File: config.mk
export PLATFORM = sky130hd
export DESIGN_NAME = simon_key_schedule_serial
export DESIGN_NICKNAME = d
export VERILOG_FILES = /design/src/rtl/simon_key_schedule_serial.sv
export SDC_FILE = /design/constraint.sdc
export NUM_CORES = 1
export LEC_CHECK = 0
export ABC_AREA = 1
export CAP_MARGIN = 20
export CORE_ASPECT_RATIO = 0.75
export CORE_MARGIN = 10
export CORE_UTILIZATION = 35
export DETAILED_ROUTE_END_ITERATION = 10
export GPL_TIMING_DRIVEN = 1
export PLACE_DENSITY = 0.62
export SYNTH_ARGS = -nofsm -noshare
export SYNTH_HDL_FRONTEND = slang
export SYNTH_SLANG_ARGS = --single-unit
File: constraint.sdc
create_clock -name clk -period 3.35 [get_ports clk]
set_clock_uncertainty 0.1 [all_clocks]
set_input_delay 0.67 -clock clk [delete_from_list [all_inputs] [get_ports clk]]
set_output_delay 0.67 -clock clk [all_outputs]
set_load 0.02 [all_outputs]
File: src/rtl/simon_key_schedule_serial.sv
// Bit-serial SIMON key schedule: serial master-key load, round keys streamed LSB first.
// Optional feature macro SIMON_KS_REWIND_EN keeps a shadow master key for restart and re-run.
module simon_key_schedule_serial #(
  parameter int unsigned N      = 32,
  parameter int unsigned M      = 4,
  parameter int unsigned ROUNDS = 44,
  parameter logic [61:0] ZSEQ   = 62'b11_1100001011_0011100101_0001001000_0001111010_0110001101_0111011011
) (
  input  logic                 clk,
  input  logic                 reset,
  input  logic                 key_load,
  input  logic                 key_in,
  input  logic                 start,
  input  logic                 key_ready,
  input  logic                 restart,
  output logic                 key_out,
  output logic                 key_valid,
  output logic [$clog2(N)-1:0] bit_idx,
  output logic [6:0]           round_idx,
  output logic                 round_last_bit,
  output logic                 busy,
  output logic                 key_loaded,
  output logic                 done
);

  localparam int unsigned KW = M * N;
  localparam int unsigned BW = $clog2(N);
  localparam int unsigned CW = $clog2(KW);
  localparam int unsigned LW = (M - 1) * N;

  typedef enum logic [1:0] {S_IDLE, S_LOAD, S_RUN, S_DONE} state_t;

  state_t        state;
  logic [KW-1:0] ks;
  logic [CW-1:0] load_cnt;
  logic [5:0]    z_idx;
  logic          wrap1, wrap3, wrap4;
  logic          cz, r3, r4, gen_bit;

`ifdef SIMON_KS_REWIND_EN
  logic [KW-1:0] shadow;
`else
  logic unused_restart;
  assign unused_restart = restart;
`endif

  // ks is a sliding window over the key stream: ks[p] is stream bit (i*N + bit_idx + p),
  // so rotate wrap-around bits of the newest word are still present at its low end.
  always_comb begin
    z_idx = (round_idx >= 7'd62) ? 6'(round_idx - 7'd62) : 6'(round_idx);
    wrap1 = (bit_idx == BW'(N - 1));
    wrap3 = (bit_idx >= BW'(N - 3));
    wrap4 = (bit_idx >= BW'(N - 4));
    if (bit_idx == '0)            cz = ZSEQ[z_idx];
    else if (bit_idx == BW'(1))   cz = 1'b0;
    else                          cz = 1'b1;
    r3 = wrap3 ? ks[LW - N + 3] : ks[LW + 3];
    r4 = wrap4 ? ks[LW - N + 4] : ks[LW + 4];
    if (M == 4) gen_bit = cz ^ ks[0] ^ r3 ^ ks[N] ^ r4 ^ (wrap1 ? ks[1] : ks[N + 1]);
    else        gen_bit = cz ^ ks[0] ^ r3 ^ r4;
  end

  assign key_out        = ks[0];
  assign round_last_bit = key_valid && (bit_idx == BW'(N - 1));

  always_ff @(posedge clk or negedge reset) begin
    if (!reset) begin
      state      <= S_IDLE;
      ks         <= '0;
      load_cnt   <= '0;
      key_valid  <= 1'b0;
      bit_idx    <= '0;
      round_idx  <= '0;
      busy       <= 1'b0;
      key_loaded <= 1'b0;
      done       <= 1'b0;
`ifdef SIMON_KS_REWIND_EN
      shadow     <= '0;
`endif
    end else begin
      case (state)
        S_IDLE, S_DONE: begin
`ifdef SIMON_KS_REWIND_EN
          if (state == S_DONE && restart) begin
            ks        <= shadow;
            state     <= S_RUN;
            key_valid <= 1'b1;
            busy      <= 1'b1;
            done      <= 1'b0;
            bit_idx   <= '0;
            round_idx <= '0;
          end else
`endif
          if (key_load) begin
            ks         <= {key_in, ks[KW-1:1]};
`ifdef SIMON_KS_REWIND_EN
            shadow     <= {key_in, shadow[KW-1:1]};
`endif
            load_cnt   <= CW'(1);
            state      <= S_LOAD;
            busy       <= 1'b1;
            key_loaded <= 1'b0;
            done       <= 1'b0;
          end else if (start && key_loaded) begin
`ifdef SIMON_KS_REWIND_EN
            ks        <= shadow;
`endif
            state     <= S_RUN;
            key_valid <= 1'b1;
            busy      <= 1'b1;
            done      <= 1'b0;
            bit_idx   <= '0;
            round_idx <= '0;
          end
        end
        S_LOAD: begin
          if (key_load) begin
            ks <= {key_in, ks[KW-1:1]};
`ifdef SIMON_KS_REWIND_EN
            shadow <= {key_in, shadow[KW-1:1]};
`endif
            if (load_cnt == CW'(KW - 1)) begin
              load_cnt   <= '0;
              state      <= S_IDLE;
              busy       <= 1'b0;
              key_loaded <= 1'b1;
            end else begin
              load_cnt <= load_cnt + CW'(1);
            end
          end
        end
        S_RUN: begin
`ifdef SIMON_KS_REWIND_EN
          if (restart) begin
            ks        <= shadow;
            bit_idx   <= '0;
            round_idx <= '0;
          end else
`endif
          if (key_ready) begin
            ks <= {gen_bit, ks[KW-1:1]};
            if (bit_idx == BW'(N - 1)) begin
              bit_idx <= '0;
              if (round_idx == 7'(ROUNDS - 1)) begin
                state     <= S_DONE;
                key_valid <= 1'b0;
                busy      <= 1'b0;
                done      <= 1'b1;
                round_idx <= '0;
`ifndef SIMON_KS_REWIND_EN
                key_loaded <= 1'b0;
`endif
              end else begin
                round_idx <= round_idx + 7'd1;
              end
            end else begin
              bit_idx <= bit_idx + BW'(1);
            end
          end
        end
        default: state <= S_IDLE;
      endcase
    end
  end

endmodule

==> results_dict.tcl <==
set metrics [dict create \
    outcome "finished, final reports clean" \
    post_cts_buffers 0 \
    cpMaxStageDelayCell "clkdlybuf4s50_1" \
    hpwl_um 7230 \
    die_h_um 139 \
    relSlewSlack_pct 63.0 \
    antenna-diode-count 0 \
    synth_compound_area_share_pct 13.2 \
    synthArstFlopShare_pct 100 \
    drv_cap 0 \
    clockBufferDepth 2 \
    grt_usage_pct 9.48 \
    syn_to_final_growth_pct 17.7 \
    drive_gt1_share_pct 9.09 \
    drtIter0Drc 255 \
    syn-mean-instance-area_um2 8.94 \
    layout_setup_ws_ns 0.411 \
    synth_warnings 0 \
    ir_worst_vdd_mv 0.354 \
    vias 4511 \
    worst_pin_slew_ns 0.554 \
    cts_made_buffers 17 \
    crit_arrival_ns 2.17 \
    io_pins 25 \
    start_util_pct 35.5 \
    fin_crit_sh_pct 87.7 \
    ys_ff_latch 153 \
    ctsResizeCount 0 \
    leakage_nw 3.69 \
    fin_area_mm2 0.00771 \
    final_util_pct 41.8 \
    via_per_inst 4.44 \
    synth-edff-count 0 \
    wire_per_inst_um 10.9 \
    insertion_delay_ns 0.42 \
    pre_cts_ws_ns 0.480 \
    cts.clk_slew.worst_paths_ns 0.06 \
    cts_max_level 4 \
    finalSetupViolations 0 \
    crit_buf_inv 3 \
    cts_tree "yes" \
    crit_path_cell_trace "ha_1 -> inv_1 -> nor2_1 -> ha_1 -> nand2_1 -> inv_1 -> clkdlybuf4s50_1" \
    cp_max_fo 6 \
    die_area_mm2 0.0247 \
    grt_max_degree 60 \
    met1_length_um 5870 \
    gp_congestion 0.828 \
    report.final.hold_viol_count 0 \
    antenna_found_initial 0 \
    min_period_ns 2.94 \
    synth_top_flop_cell "dfrtp_1" \
    path_class "flop to output pin" \
    cp_data_required_time_ns 2.58 \
    finalWirelength_um 11100 \
    rsz0062_at_grt "false" \
    worstSetupEndpointType "output pin" \
    ys_types 34 \
    port_buffers 23 \
    clock_sinks 153 \
    final_common_cell "dfrtp_1" \
    ctsRootBufferMaster "clkbuf_16" \
    critical_path.startpoint_type "flop" \
    fp.dieW_um 178 \
    fin_setup_tns_ns 0 \
    netlist_area_mm2 0.00655 \
    syn_inst 733 \
    cts_hold_buf 0 \
    synth_top_family_by_area "simple AND/OR/NAND/NOR gates" \
    crit_family "buffers and inverters" \
    ys_seq_area_share_pct 58.4 \
    min-delay-path-class "primary input to async pin" \
    postRouteAntennaNets 0 \
    slowest_delay_ns 0.59 \
    std_cell_rows 43 \
    grt_overflow_total 0 \
    synth-xor-area-share_pct 0.935 \
    yosys.area_share.simple_pct 16.9 \
    mostFrequentLayoutCells "dfrtp_1, inv_1, nand2_1, nor2_1, o21ai_0" \
    dr_wl_met3_um 374 \
    hold_slack_ns 0.116 \
    met2_length_um 4600 \
    drtPass1Iterations 4 \
    power.density_mw_per_mm2 1020 \
    routed.top_layer "met4" \
    coreArea_mm2 0.0185 \
    synth_nets 752 \
    max_freq_ghz 0.340 \
    slew_viol_final 0 \
    yosys.area_share.adder_pct 2.29 \
    grt_pass1_vias 4208 \
    grt_pass1_wl_um 19500 \
    placedInstanceArea_mm2 0.00713 \
    synth_mux_area_share_pct 0.172 \
    final_nets 776 \
    drc_errors 0 \
]
-- metrics by stage --
stage | total power (W) | instances
after global routing | 0.00862 | 1017
after global placement | 0.00598 | 985
after CTS | 0.00800 | 1017
final | 0.00789 | 1017
after floorplan | 0.00527 | 733
after detailed placement | 0.00607 | 985
-- where the power goes --
part	internal (W)	switching (W)
combinational	0.00107	0.00173
clock	0.00112	0.000759
sequential	0.00276	0.000446
-- area by class of cell --
| type | count | area (µm²) |
|---|---|---|
| Clock buffer | 18 | 439 |
| Clock inverter | 14 | 148 |
| Fill cell | 1777 | 10700 |
| Inverter | 111 | 417 |
| Multi-Input combinational cell | 440 | 2210 |
| Sequential cell | 153 | 3830 |
| Tap cell | 247 | 309 |
| Timing Repair Buffer | 34 | 364 |
-- routing by layer --
metal	track usage, %	vias up
met5	0	-
met4	4.77	0
met3	2.31	16
met2	13.5	57
met1	13.1	2064
li1	-	2374
-- worst paths after layout --
check                             start        endpoint  slack [ns]  depth (start not counted)
max                          bit_idx[0]  round_last_bit        0.41                          7
min                               reset          ks[13]        0.12                          1
max reg2reg                round_idx[1]         ks[127]        0.69                         20
min reg2reg                      ks[74]          ks[74]        0.38                          2
max in group asynchronous         reset          ks[92]        2.37                          2
min in group clk                 ks[74]          ks[74]        0.38                          2
-- synthesized netlist by cell type, types with 4 or more instances --
| cell | count | area share (%) |
|---|---|---|
| a21oi_1 | 73 | 5.6 |
| buf_1 | 5 | 0.29 |
| clkbuf_1 | 23 | 1.3 |
| dfrtp_1 | 153 | 58 |
| ha_1 | 12 | 2.3 |
| inv_1 | 107 | 6.1 |
| inv_2 | 4 | 0.23 |
| nand2_1 | 103 | 5.9 |
| nand2_2 | 5 | 0.48 |
| nand2_4 | 5 | 0.86 |
| nand3_1 | 21 | 1.6 |
| nor2_1 | 90 | 5.2 |
| nor3_1 | 9 | 0.69 |
| o21ai_0 | 86 | 6.6 |
| xor2_1 | 4 | 0.53 |
-- kinds of logic after synthesis --
group | Yosys count
AO/OA/AOI/OAI | 169
flip-flops | 153
XOR/XNOR | 7
AND/OR/NAND/NOR | 251
adder cells (fa/ha/maj) | 12
buffers and inverters | 140
multiplexers | 1
-- flip-flops by register name, summed over array words and instances, names as in the netlist --
name,cells
bit_idx,5
round_idx,7
state,2
key_loaded,1
key_valid,1
ks,128
load_cnt,7
done,1
busy,1
No activity file was read; power rests on OpenSTA's default activity.
